===== config.mk =====
export PLATFORM = sky130hd
export DESIGN_NAME = pwm_servo_generator
export DESIGN_NICKNAME = d
export VERILOG_FILES = /design/src/rtl/pwm_servo_generator.sv
export SDC_FILE = /design/constraint.sdc
export NUM_CORES = 1
export LEC_CHECK = 0
export CAP_MARGIN = 5
export CORE_MARGIN = 2
export CORE_UTILIZATION = 49
export DETAILED_ROUTE_END_ITERATION = 7
export GPL_TIMING_DRIVEN = 0
export PLACE_DENSITY = 0.72
export SETUP_SLACK_MARGIN = 0.02
export SYNTH_ARGS = -nofsm -noshare
export SYNTH_HDL_FRONTEND = slang
export SYNTH_SLANG_ARGS = --single-unit

===== constraint.sdc =====
create_clock -name Clk_i -period 2.8 [get_ports Clk_i]
set_clock_uncertainty 0.15 [all_clocks]
set_input_delay 0.28 -clock Clk_i [delete_from_list [all_inputs] [get_ports Clk_i]]
set_output_delay 0.28 -clock Clk_i [all_outputs]
set_load 0.01 [all_outputs]

===== src/rtl/pwm_servo_generator.sv =====
// 50 Hz servo PWM generator with preset/custom pulse width and optional slew.
// Pulse-width changes are taken only at period boundaries so Pwm_o never glitches.
module pwm_servo_generator #(
    parameter int period_p                    = 1000000,
    parameter int angle_0_clock_cycles_p      = 50000,
    parameter int angle_90_clock_cycles_p     = 75000,
    parameter int angle_180_clock_cycles_p    = 100000,
    parameter int step_p                      = 0,
    parameter int period_counter_length_p     = 20,
    parameter int duty_cycle_counter_length_p = 17,
    parameter int mux_sel_length_p            = 2
) (
    input  logic                                   Clk_i,
    input  logic                                   Reset_i,
    input  logic                                   Enable_i,
    input  logic [mux_sel_length_p-1:0]            Sel_i,
    input  logic [duty_cycle_counter_length_p-1:0] Duty_i,
    input  logic                                   Load_i,
    output logic                                   Load_Ack_o,
    output logic                                   Pwm_o,
    output logic                                   Period_Start_o,
    output logic [duty_cycle_counter_length_p-1:0] Duty_Active_o,
    output logic                                   Settled_o
);

    localparam int PW = period_counter_length_p;
    localparam int DW = duty_cycle_counter_length_p;
    localparam int MW = mux_sel_length_p;

    localparam logic [PW-1:0] LP_LAST = PW'(period_p - 1);
    localparam logic [DW-1:0] LP_A0   = DW'(angle_0_clock_cycles_p);
    localparam logic [DW-1:0] LP_A90  = DW'(angle_90_clock_cycles_p);
    localparam logic [DW-1:0] LP_A180 = DW'(angle_180_clock_cycles_p);
    localparam logic [DW-1:0] LP_STEP = DW'(step_p);

    localparam logic [0:0] IDLE = 1'b0;
    localparam logic [0:0] RUN  = 1'b1;

    logic [0:0]    r_state;
    logic [PW-1:0] r_period_cnt;
    logic [DW-1:0] r_active;
    logic [DW-1:0] r_custom;
    logic          r_pwm;
    logic          r_period_start;
    logic          r_load_ack;

    logic          w_last;
    logic          w_update;
    logic          w_up;
    logic [DW-1:0] w_target;
    logic [DW-1:0] w_diff;
    logic [DW-1:0] w_next_active;
    logic [DW-1:0] w_duty_clamped;

    assign w_last   = (r_state == RUN) && (r_period_cnt == LP_LAST);
    assign w_update = Enable_i && ((r_state == IDLE) || w_last);

    always_comb begin
        w_target = r_custom;
        case (Sel_i)
            MW'(1):  w_target = LP_A0;
            MW'(2):  w_target = LP_A90;
            MW'(3):  w_target = LP_A180;
            default: w_target = r_custom;
        endcase
    end

    // Slew limiter: with step_p = 0 the target is taken in one boundary.
    always_comb begin
        w_up          = w_target > r_active;
        w_diff        = w_up ? (w_target - r_active) : (r_active - w_target);
        w_next_active = w_target;
        if (step_p != 0 && w_diff > LP_STEP) begin
            w_next_active = w_up ? (r_active + LP_STEP) : (r_active - LP_STEP);
        end
    end

    always_comb begin
        w_duty_clamped = Duty_i;
        if (Duty_i < LP_A0) begin
            w_duty_clamped = LP_A0;
        end else if (Duty_i > LP_A180) begin
            w_duty_clamped = LP_A180;
        end
    end

    always_ff @(posedge Clk_i or negedge Reset_i) begin
        if (!Reset_i) begin
            r_state      <= IDLE;
            r_period_cnt <= '0;
        end else begin
            case (r_state)
                IDLE: begin
                    r_period_cnt <= '0;
                    if (Enable_i) begin
                        r_state <= RUN;
                    end
                end
                RUN: begin
                    if (w_last) begin
                        r_period_cnt <= '0;
                        if (!Enable_i) begin
                            r_state <= IDLE;
                        end
                    end else begin
                        r_period_cnt <= r_period_cnt + 1'b1;
                    end
                end
                default: begin
                    r_state      <= IDLE;
                    r_period_cnt <= '0;
                end
            endcase
        end
    end

    // A load in the boundary cycle is seen by the update only next period.
    always_ff @(posedge Clk_i or negedge Reset_i) begin
        if (!Reset_i) begin
            r_active       <= LP_A90;
            r_custom       <= LP_A90;
            r_load_ack     <= 1'b0;
            r_period_start <= 1'b0;
            r_pwm          <= 1'b0;
        end else begin
            r_load_ack     <= Load_i;
            r_period_start <= w_update;
            r_pwm          <= (r_state == RUN) &&
                              (32'(r_period_cnt) < 32'(r_active));
            if (Load_i) begin
                r_custom <= w_duty_clamped;
            end
            if (w_update) begin
                r_active <= w_next_active;
            end
        end
    end

    assign Pwm_o          = r_pwm;
    assign Period_Start_o = r_period_start;
    assign Load_Ack_o     = r_load_ack;
    assign Duty_Active_o  = r_active;
    assign Settled_o      = (r_active == w_target);

endmodule


After elaboration in Yosys (flattened, before gate mapping). Cells that the tools add are included.

Eq/ne operators: 5. Bitwise operators: 1. Mux-type cells: 8. Reduce and logical (&&, ||, !) cells: 4. Order comparisons: 3. Add/subtract/negate cells: 1.

Operators by type and width (number): 17-bit case mux with 3 select lines (1); 20-bit case mux with 2 select lines (1); 17-bit two-way mux (2); 20-bit by 1-bit adder with 20-bit output (second input constant) (1); 20-bit == test (second input constant) (1); 20-bit by 17-bit < comparator with 1-bit output (1); 20-bit two-way mux (1); 17-bit == test (1); 17-bit > comparator (second input constant) (1); 17-bit by 16-bit < comparator with 1-bit output (second input constant) (1); 2-bit == test (second input constant) (2); 1-bit logical AND (3); 2-bit by 1-bit == test with 1-bit output (second input constant) (1); 1-bit two-way mux (2); 1-bit case mux with 2 select lines (1); 1-bit logical OR (1); 1-bit NOT (1).

Output and inout bits: 21. Bits of input ports: 23. Logic and storage cells: 29. Bits in registers: 58.

Longest topological paths before layout. Gate-level depths: netlist (run 1).

Depth in word-level cells: 4. Gate-level depth with buffers: 8. Depth with buffers taken out: 7.

Worst setup path after synthesis (run 1). Ideal clock, no wire load.

Kind: input -> output. From: input port Sel_i[0]. To: output port Settled_o. Slack: 0.630 ns. Data arrival time: 1.740 ns. Cell stages on the path: 7. Path buffers: 0. Cell sequence: inv_1 -> ha_1 -> nor3_1 -> a21oi_1 -> xnor2_1 -> nand3_1 -> nor4_1.

Cells in the longest elaborated chain, start to end: 3. Elaborated cells on any way between the ends: 5. Classes of those cells: 4 x eq/ne; 1 x mux.

RTL lines: start: declaration (RTL line 16) `input logic [mux_sel_length_p-1:0] Sel_i,`; 2-bit == test / 2-bit by 1-bit == test with 1-bit output (equally long branches) (RTL line 60) `case (Sel_i)`; 17-bit case mux with 3 select lines (*) (RTL line 60); 17-bit == test (*) (RTL line 143) `assign Settled_o = (r_active == w_target);`; end: declaration (RTL line 23) `output logic Settled_o`.

Mark *: on every way between the ends. The rest lies on a longest branch, timed or not.

Worst setup path in the final report (run 1). Ends and elaborated chain as after synthesis.

==> impl_metrics.yaml, run 1 <==
synthesis:
  syn_inst: 354
  yosysSeqAreaShare_pct: 43.0
  ys.flop_type: "dfrtp_1"
  yosys_warnings: 0
  synth_area_sq_um: 3430
  synth_seq_cells: 58
  synth.avg_cell_area_sq_um: 9.68
  synth_cell_types: 54
  synth_edf_count: 0
  ys_async_sr_fraction_pct: 100
  syn_nets: 398
finish:
  finalNetCount: 455
  area_delta_synth_final_pct: 24.6
  ff_latch_area_sq_um: 1470
  fin_cells: 512
  finalInstanceArea_sq_um: 4270
  n_antenna_cell: 0
  fill_cells: 558
  drive_above_1_share_pct: 17.5
  multi_input_area_sq_um: 1850
  fin_util_pct: 62.8
floorplan:
  start_util_pct: 50.4
  dieArea_sq_um: 7680
  design.core.area_sq_um: 6790
  die_w_um: 87.6
  die_height_um: 87.6
  num_io_pins: 44
  rows: 30
clock_tree:
  clock_latency_ns: 0.34
  cts_tree: "yes"
  cts-root-buf: "clkbuf_8"
  cts_buffers: 9
  cts.clk_slew.worst_paths_ns: 0.07
  htree_num_levels: 3
  cts.path.max_buffers: 2
  clock-sinks: 58
power:
  power.leakage_nw: 1.85
  power_frac_clock_pct: 37.4
  p_per_area_nw_per_um2: 419
  switchingPower_w: 0.000471
  p_int_w: 0.00132
  seq_power_share_pct: 50.2
  ir_drop_mv: 0.257
  swShare_pct: 26.3
  power.share.combinational_pct: 12.4
routing:
  drt-total-wl_mm: 8.86
  drc_errors: 0
  num_vias: 2943
  drtPass1Iterations: 4
  drt_iter0_drc: 182
  detail_route.wl_per_cell_um: 17.3
  drtAntennaViolNets: 0
  via_per_inst: 5.75
worst_setup_path:
  start_kind: "input port"
  cp_data_required_time_ns: 2.37
  critical_path_class: "input port to primary output"
  critical_path_arrival_ns: 2.18
  r2r_slack_ns: 0.68
  critPathCaptureType: "primary output"
  worstPathMaxFanout: 6
timing:
  min_period_ns: 2.61
  finalSetupViolations: 0
  rsz0062_at_grt: "false"
  timing.final.ws_setup_ns: 0.193
  max_freq_mhz: 384
  slew_violations: 0
  fin_tns_setup_ns: 0
  tightest_slew_ns: 0.533
  fin_crit_sh_pct: 93.1
  hold_violations: 0
  slew_headroom_pct: 64.4
placement:
  hpwl_mm: 6.37
  post_dp_cell_area_sq_um: 3980
  dp_cells: 493
  port_buffers: 42
  gp_congestion: 0.879
  place_ws_ns: -0.788
run:
  maxCapViolations: 0
global_routing:
  grt_pass1_vias: 2863
  antenna_found_initial: 0
  grt_pass1_wl_mm: 14.5
  grt_max_degree: 41
  grtUsageTotal_pct: 24.8
  grt_overflow: 0
run_status:
  status: "finished, final reports clean"
hold_path:
  hp-class: "input port to register"
cell families after synthesis:
| kind of cell | Yosys count | share of synthesized area, % |
|---|---|---|
| and+or+nand+nor | 109 | 17.2 |
| AOI/OAI and AO/OA | 89 | 17.9 |
| DFF | 58 | 43.0 |
| buffers and inverters | 44 | 5.62 |
| xor gates and xnor gates | 28 | 7.16 |
| adders and majority gates | 21 | 7.67 |
| muxes | 5 | 1.46 |
critical path, stage by stage:
cell	delay, ns
dlygate4sd2_1	0.27
inv_2	0.08
ha_1	0.24
nor3_2	0.47
a21oi_2	0.09
xnor2_1	0.15
nand3_1	0.10
nor4_2	0.30
buf_2	0.19
cell type report:
type                    instances  share of cell area (%)
inverters                      31                    2.73
repair buffers                 46                    10.9
well taps                      96                    2.81
plain buffers                  13                    2.02
clock buffers                  13                    3.49
clock inverters                 3                   0.352
multi-input cells             252                    43.2
flip-flops and latches         58                    34.5
path summary, 6_finish.rpt:
kind	start	endpoint	depth (start not counted)
max	Sel_i[0]	Settled_o	9
min	Enable_i	Duty_Active_o[13]	3
max reg2reg	r_period_cnt[11]	Duty_Active_o[8]	7
min reg2reg	r_custom[7]	r_custom[7]	1
max in group asynchronous	Reset_i	r_custom[16]	3
min in group asynchronous	Reset_i	Duty_Active_o[8]	2
layer usage:
metal  vias to the layer above  part of all wire, %  global-route usage [%]
li1                       1391                    -                       -
met3                        12                  3.5                    3.49
met5                         -                    0                       0
met4                         0                  1.6                    8.67
met2                        84                   45                    37.6
met1                      1456                   50                    36.4
power by group through the flow:
| stage | Clock (W) | Combinational [W] | Sequential (W) |
|---|---|---|---|
| after global placement | 0 | 0.000184 | 0.000908 |
| final | 0.000669 | 0.000221 | 0.000899 |
| after CTS | 0.000674 | 0.000219 | 0.000897 |
| after floorplan | 0 | 0.000104 | 0.000902 |
| after global routing | 0.000710 | 0.000241 | 0.000901 |
| after detailed placement | 0 | 0.000190 | 0.000910 |
Yosys cell counts, drive strengths merged, types with 2 or more instances:
master / instances / share of area, %
o2111ai: 2 / 0.51
nand3: 22 / 3.4
and2: 2 / 0.37
a22o: 7 / 1.8
nand3b: 3 / 0.66
buf: 9 / 1.8
mux2i: 5 / 1.5
nand2: 10 / 1.1
nor4b: 2 / 0.69
nor2b: 4 / 0.73
and4: 2 / 0.55
a211oi: 2 / 0.44
clkbuf: 4 / 0.44
a31oi: 6 / 1.1
a21o: 5 / 1.1
nor3b: 2 / 0.44
inv: 30 / 3.3
a21oi: 28 / 4.6
o21a: 2 / 0.44
dfstp: 16 / 12
nor3: 5 / 0.73
xor2: 15 / 3.8
and3: 6 / 1.1
ha: 21 / 7.7
nor2: 29 / 3.3
o21ai: 21 / 3.9
o22ai: 4 / 0.73
o22a: 3 / 0.77
a32o: 2 / 0.58
nand4: 12 / 2.2
nand2b: 3 / 0.55
xnor2: 13 / 3.3
nor4: 5 / 1.1
dfrtp: 42 / 31
layout by cell type (no fill, tap or decap), types with 9 or more instances in the layout:
cell / netlist / layout
o21ai_0: 15 / 15
ha_1: 21 / 20
nand3_1: 21 / 21
nand4_1: 12 / 12
nor2_1: 28 / 28
inv_1: 30 / 28
nand2_1: 10 / 10
dfrtp_1: 42 / 42
dfstp_2: 16 / 16
a21oi_2: 5 / 9
clkbuf_8: 0 / 10
clkdlybuf4s50_1: 0 / 38
xnor2_1: 13 / 13
a21oi_1: 23 / 19
xor2_1: 15 / 15
metrics by stage:
stage	hold slack (ns)	total power (W)
2_1_floorplan	-0.166	0.00101
3_3_place_gp	0.344	0.00109
3_5_place_dp	0.0971	0.00110
4_1_cts	0.212	0.00179
5_1_grt	0.253	0.00185
6_report	0.227	0.00179
state kept, by name (all words and copies together) (netlist names):
register	flops
r_period_cnt	20
Period_Start_o	1
r_state	1
r_custom	17
Pwm_o	1
Load_Ack_o	1
Duty_Active_o	17
repair_timing:
item | 4_1_cts | 5_1_grt
setup buffers | 2 | 0
endpoints found under the hold margin | 12 | 0
hold buffers | 1 | 0
gates resized for setup | 27 | 0
endpoints found under the setup margin | 1 | 0
No activity file was read; power rests on OpenSTA's default activity.
==> run 2: changes to the inputs <==
--- a/config.mk
+++ b/config.mk
@@ -7,10 +7,11 @@
 export LEC_CHECK = 0
 export CAP_MARGIN = 5
 export CORE_MARGIN = 2
-export CORE_UTILIZATION = 49
+export CORE_UTILIZATION = 47
 export DETAILED_ROUTE_END_ITERATION = 7
 export GPL_TIMING_DRIVEN = 0
-export PLACE_DENSITY = 0.72
+export MAX_ROUTING_LAYER = met4
+export PLACE_DENSITY = 0.7
 export SETUP_SLACK_MARGIN = 0.02
 export SYNTH_ARGS = -nofsm -noshare
 export SYNTH_HDL_FRONTEND = slang
==> run 2 against run 1 <==
Compared with the run above:
- combinational power hardly changed
- utilization is 3.0 points lower
- count of clock-buffer cells in the layout stayed put
- sequential cell count stayed put
- critical path depth is 1 higher
- design area hardly changed
- wire length is 0.80% lower
- worst setup slack worse by 0.061 ns
- clock power is 3.3% higher
- sequential power hardly changed
- register-to-register slack worse by 0.08 ns
- critical path type unchanged
- critical endpoint unchanged
==> impl_metrics.yaml, run 2 (synthesis results as in run 1) <==
finish:
  layout_common_cells: "42 x dfrtp_1, 38 x clkdlybuf4s50_1, 28 x inv_1, 28 x nor2_1, 21 x nand3_1"
  largest_reg_flops: 20
  finalInstanceArea_sq_um: 4270
  n_antenna_cell: 0
  regMostFlops: "r_period_cnt"
  final_common_cell: "dfrtp_1"
  fill_cells: 614
  fin_util_pct: 59.8
  drive_above_1_share_pct: 17.4
  area_delta_synth_final_pct: 24.7
  multi_input_area_sq_um: 1850
  ff_latch_area_sq_um: 1470
  finalNetCount: 453
  fin_cells: 513
worst_setup_path:
  cp_data_required_time_ns: 2.37
  critPathCaptureType: "primary output"
  critical_path_arrival_ns: 2.24
  critical_path_class: "input port to primary output"
  worstPathMaxFanout: 10
  start_kind: "input port"
  startpoint: "Sel_i[0]"
  r2r-start: "r_period_cnt[13]"
routing:
  via_per_inst: 5.70
  drt_iter0_drc: 243
  drtPass1Iterations: 6
  detail_route.wl_per_cell_um: 17.1
  drtAntennaViolNets: 0
  drt-total-wl_mm: 8.79
  num_vias: 2925
  drc_errors: 0
floorplan:
  rows: 31
  num_io_pins: 44
  design.core.area_sq_um: 7140
  die_w_um: 89.4
  dieArea_sq_um: 7990
  die_height_um: 89.4
  start_util_pct: 48.0
global_routing:
  grt_overflow: 0
  antenna_found_initial: 0
  grtUsageTotal_pct: 24.5
  grt_max_degree: 42
  grt_pass1_vias: 2838
  grt_pass1_wl_mm: 14.2
timing:
  slew_violations: 0
  hold_violations: 0
  tightest_slew_ns: 0.474
  min_period_ns: 2.67
  finalSetupViolations: 0
  max_freq_mhz: 375
  fin_crit_sh_pct: 95.3
  rsz0062_at_grt: "false"
  slew_headroom_pct: 68.2
power:
  power.leakage_nw: 1.85
  p_per_area_nw_per_um2: 424
  power.share.combinational_pct: 12.1
  ir_drop_mv: 0.284
  switchingPower_w: 0.000471
  seq_power_share_pct: 49.7
  p_int_w: 0.00134
  power_frac_clock_pct: 38.2
  swShare_pct: 26.0
clock_tree:
  clock_latency_ns: 0.34
  cts.clk_slew.worst_paths_ns: 0.07
  htree_num_levels: 3
  cts.path.max_buffers: 2
  clock-sinks: 58
  cts_tree: "yes"
  cts_buffers: 9
  cts_setup_buffers: 0
  cts-root-buf: "clkbuf_8"
placement:
  dp_cells: 496
  port_buffers: 42
  hpwl_mm: 6.49
  post_dp_cell_area_sq_um: 3990
  gp_congestion: 0.944
hold_path:
  min_from: "Enable_i"
  hp-class: "input port to register"
run:
  maxCapViolations: 0
run_status:
  status: "finished, final reports clean"
run 2: worst paths after layout:
| check | slack, ns | cells after the start | endpoint |
|---|---|---|---|
| min in group asynchronous | 0.27 | 2 | r_period_cnt[10] |
| worst max register to register | 0.60 | 7 | Duty_Active_o[14] |
| worst min-delay path | 0.23 | 3 | Duty_Active_o[3] |
| max in group asynchronous | 1.59 | 3 | Duty_Active_o[13] |
| worst min register to register | 0.37 | 1 | r_custom[7] |
| worst max-delay path | 0.13 | 10 | Settled_o |
run 2: cell type report:
cell class | count | area share [%]
buffer | 13 | 2.20
tap | 99 | 2.90
multi-input combinational | 252 | 43.4
inverter | 31 | 2.72
timing repair buffer | 44 | 10.3
clock inverter | 3 | 0.352
clock buffer | 13 | 3.72
sequential | 58 | 34.5
run 2: power by group through the flow:
stage / clock [W] / sequential [W] / combinational (W)
floorplan: 0 / 0.000902 / 0.000104
global placement: 0 / 0.000909 / 0.000183
detailed placement: 0 / 0.000910 / 0.000191
CTS: 0.000699 / 0.000899 / 0.000217
global route: 0.000741 / 0.000902 / 0.000240
finish: 0.000691 / 0.000900 / 0.000220
run 2: worst max-delay path: stages:
cell           delay, ns
dlygate4sd2_1       0.27
inv_2               0.09
ha_4                0.18
buf_12              0.15
mux2i_4             0.28
xnor2_1             0.09
a211oi_1            0.23
nand3_1             0.14
nor4_2              0.33
buf_2               0.19
run 2: through the flow:
stage          hold WS, ns  total power [W]  worst slack (ns)  TNS [ns]
2_1_floorplan       -0.166          0.00101             0.630         0
3_3_place_gp         0.349          0.00109            -0.718    -21.57
3_5_place_dp        0.0974          0.00110            -0.795    -0.795
4_1_cts              0.211          0.00182             0.146         0
5_1_grt              0.259          0.00188            0.0910         0
6_report             0.231          0.00181             0.132         0
run 2: repair_timing:
item,in CTS,in global routing
gates resized for setup,30,0
hold buffers,1,0
endpoints found under the setup margin,1,0
hold endpoints to repair,14,0
run 2: per-layer routing:
layer,up-vias,wire length [um],track usage (%)
li1,1388,-,-
met1,1427,4290,34.6
met2,94,3960,35.8
met3,16,367,3.51
met4,0,168,8.96
met5,-,0,-
==> run 3: changes to the inputs <==
--- a/config.mk
+++ b/config.mk
@@ -8,6 +8,7 @@
 export CAP_MARGIN = 5
 export CORE_MARGIN = 2
 export CORE_UTILIZATION = 47
+export CTS_BUF_LIST = sky130_fd_sc_hd__clkbuf_4 sky130_fd_sc_hd__clkbuf_8
 export DETAILED_ROUTE_END_ITERATION = 7
 export GPL_TIMING_DRIVEN = 0
 export MAX_ROUTING_LAYER = met4
==> run 3 against run 2 <==
Compared with the run above:
- utilization up 0.11 points
- non-clock buffer count stayed put
- sequential power is essentially flat
- global-route usage about the same
- fmax fell by 0.14%
- first-iteration DRC count shrank 1.2%
- sequential cell count unchanged
- die area stayed put
- hold slack gained 0.018 ns
- cell count stayed put
- register-to-register slack about the same
- clock power rose by 3.0%
- highest routed layer unchanged
==> impl_metrics.yaml, run 3 (synthesis results as in run 1) <==
timing:
  slew_headroom_pct: 68.2
  finalSetupViolations: 0
  max_freq_mhz: 374
  rsz0062_at_grt: "false"
  slew_violations: 0
  fin_crit_sh_pct: 95.4
  hold_violations: 0
  tightest_slew_ns: 0.474
  min_period_ns: 2.67
clock_tree:
  cts_tree: "yes"
  clock-sinks: 58
  cts.path.max_buffers: 2
  cts-root-buf: "clkbuf_8"
  cts.clk_slew.worst_paths_ns: 0.06
  htree_num_levels: 3
  cts_buffers: 9
  clock_latency_ns: 0.34
  cts_setup_buffers: 0
finish:
  final_common_cell: "dfrtp_1"
  fin_cells: 513
  area_delta_synth_final_pct: 24.9
  largest_reg_flops: 20
  regMostFlops: "r_period_cnt"
  n_antenna_cell: 0
  drive_above_1_share_pct: 17.9
  layout_common_cells: "42 x dfrtp_1, 38 x clkdlybuf4s50_1, 28 x inv_1, 28 x nor2_1, 21 x nand3_1"
  finalNetCount: 453
  finalInstanceArea_sq_um: 4280
hold_path:
  hp-class: "input port to register"
  hold_path_end: "r_state"
  min_path_cells: 2
  min_from: "Enable_i"
power:
  switchingPower_w: 0.000472
  p_per_area_nw_per_um2: 428
  seq_power_share_pct: 49.1
  power.leakage_nw: 1.85
  power_frac_clock_pct: 38.9
  power.share.combinational_pct: 12.0
  p_int_w: 0.00136
  swShare_pct: 25.8
  ir_drop_mv: 0.283
routing:
  detail_route.wl_per_cell_um: 17.2
  num_vias: 2924
  drtPass1Iterations: 5
  via_per_inst: 5.70
  drtAntennaViolNets: 0
  drc_errors: 0
  drt-total-wl_mm: 8.82
  drt_iter0_drc: 240
floorplan:
  num_io_pins: 44
  die_w_um: 89.4
  start_util_pct: 48.0
  rows: 31
  die_height_um: 89.4
  design.core.area_sq_um: 7140
  dieArea_sq_um: 7990
worst_setup_path:
  reg2reg_depth: 7
  crit_family: "buffers and inverters"
  path_cells: "dlygate4sd2_1 -> inv_2 -> ha_4 -> buf_12 -> mux2i_4 -> xnor2_1 -> a211oi_1 -> nand3_1 -> nor4_2 -> buf_2"
  r2r_slack_ns: 0.60
  critPathCaptureType: "primary output"
  worst_path_largest_cell_delay_ns: 0.33
  r2r_end: "Duty_Active_o[14]"
  critical_path_class: "input port to primary output"
  cp_num_buf_inv: 4
  r2r-start: "r_period_cnt[13]"
  critical_path_arrival_ns: 2.24
  start_kind: "input port"
  critPathSlowestCell: "nor4_2"
  cp_data_required_time_ns: 2.37
  worstPathMaxFanout: 10
placement:
  port_buffers: 42
  post_dp_cell_area_sq_um: 3990
  hpwl_mm: 6.49
  gp_congestion: 0.944
  dp_cells: 496
global_routing:
  antenna_found_initial: 0
  grt_pass1_vias: 2834
  grt_max_degree: 42
  grt_pass1_wl_mm: 14.2
  grtUsageTotal_pct: 24.5
  grt_overflow: 0
run:
  maxCapViolations: 0
run_status:
  status: "finished, final reports clean"
[run 3: cell counts in the layout (fill, tap and decap cells not counted)]
No cell type changed its count.
[run 3: what timing repair did]
item                       CTS  global route
setup endpoints to repair    1             0
hold endpoints to repair    14             0
gates resized for setup     30             0
hold buffers                 1             0
[run 3: worst reg2reg max path: stages, from the launching register on]
cell	delay [ns]
dfrtp_1	0.46
nor4_1	0.32
nand4_1	0.22
o21ai_4	0.35
and2_1	0.20
buf_6	0.15
buf_8	0.17
a21oi_2	0.07
[run 3: layer usage]
layer  part of all wire (%)  vias to the layer above  GRT usage [%]  wire (um)
met5                      0                        -              -          0
met4                    2.3                        0           8.96        204
met3                    3.8                       22           3.51        335
met2                     45                       91           35.8       3930
met1                     49                     1425           34.6       4350
li1                       -                     1386              -          -
[run 3: power groups by stage]
| stage | Combinational (W) | Clock, W | Sequential (W) |
|---|---|---|---|
| 3_5_place_dp | 0.000191 | 0 | 0.000910 |
| 6_report | 0.000220 | 0.000712 | 0.000900 |
| 2_1_floorplan | 0.000104 | 0 | 0.000902 |
| 5_1_grt | 0.000240 | 0.000759 | 0.000902 |
| 4_1_cts | 0.000217 | 0.000719 | 0.000899 |
| 3_3_place_gp | 0.000183 | 0 | 0.000909 |
[run 3: cell type report]
cell class | count | area (sq um)
Timing Repair Buffer | 44 | 438
Multi-Input combinational cell | 252 | 1850
Fill cell | 612 | 2860
Inverter | 31 | 116
Clock inverter | 3 | 15.0
Buffer | 13 | 93.8
Clock buffer | 13 | 166
Tap cell | 99 | 124
Sequential cell | 58 | 1470
[run 3: how the worst max path moves through the flow]
stage / start / endpoint / slack [ns] / cells past startpoint
2_1_floorplan: Sel_i[0] / Settled_o / 0.63 / 7
3_3_place_gp: Sel_i[0] / Settled_o / -0.72 / 9
3_5_place_dp: Sel_i[0] / Settled_o / -0.79 / 9
4_1_cts: Sel_i[0] / Settled_o / 0.15 / 10
5_1_grt: Sel_i[0] / Settled_o / 0.09 / 10
6_report: Sel_i[0] / Settled_o / 0.13 / 10
[run 3: per-stage QoR]
step	hold WS, ns	power (W)	util [%]	setup slack (ns)	TNS (ns)
finish	0.249	0.00183	59.9	0.128	0
global route	0.259	0.00190	59.9	0.0910	0
CTS	0.211	0.00183	59.9	0.146	0
detailed placement	0.0974	0.00110	55.8	-0.795	-0.795
global placement	0.349	0.00109	55.6	-0.718	-21.57
floorplan	-0.166	0.00101	-	0.630	0
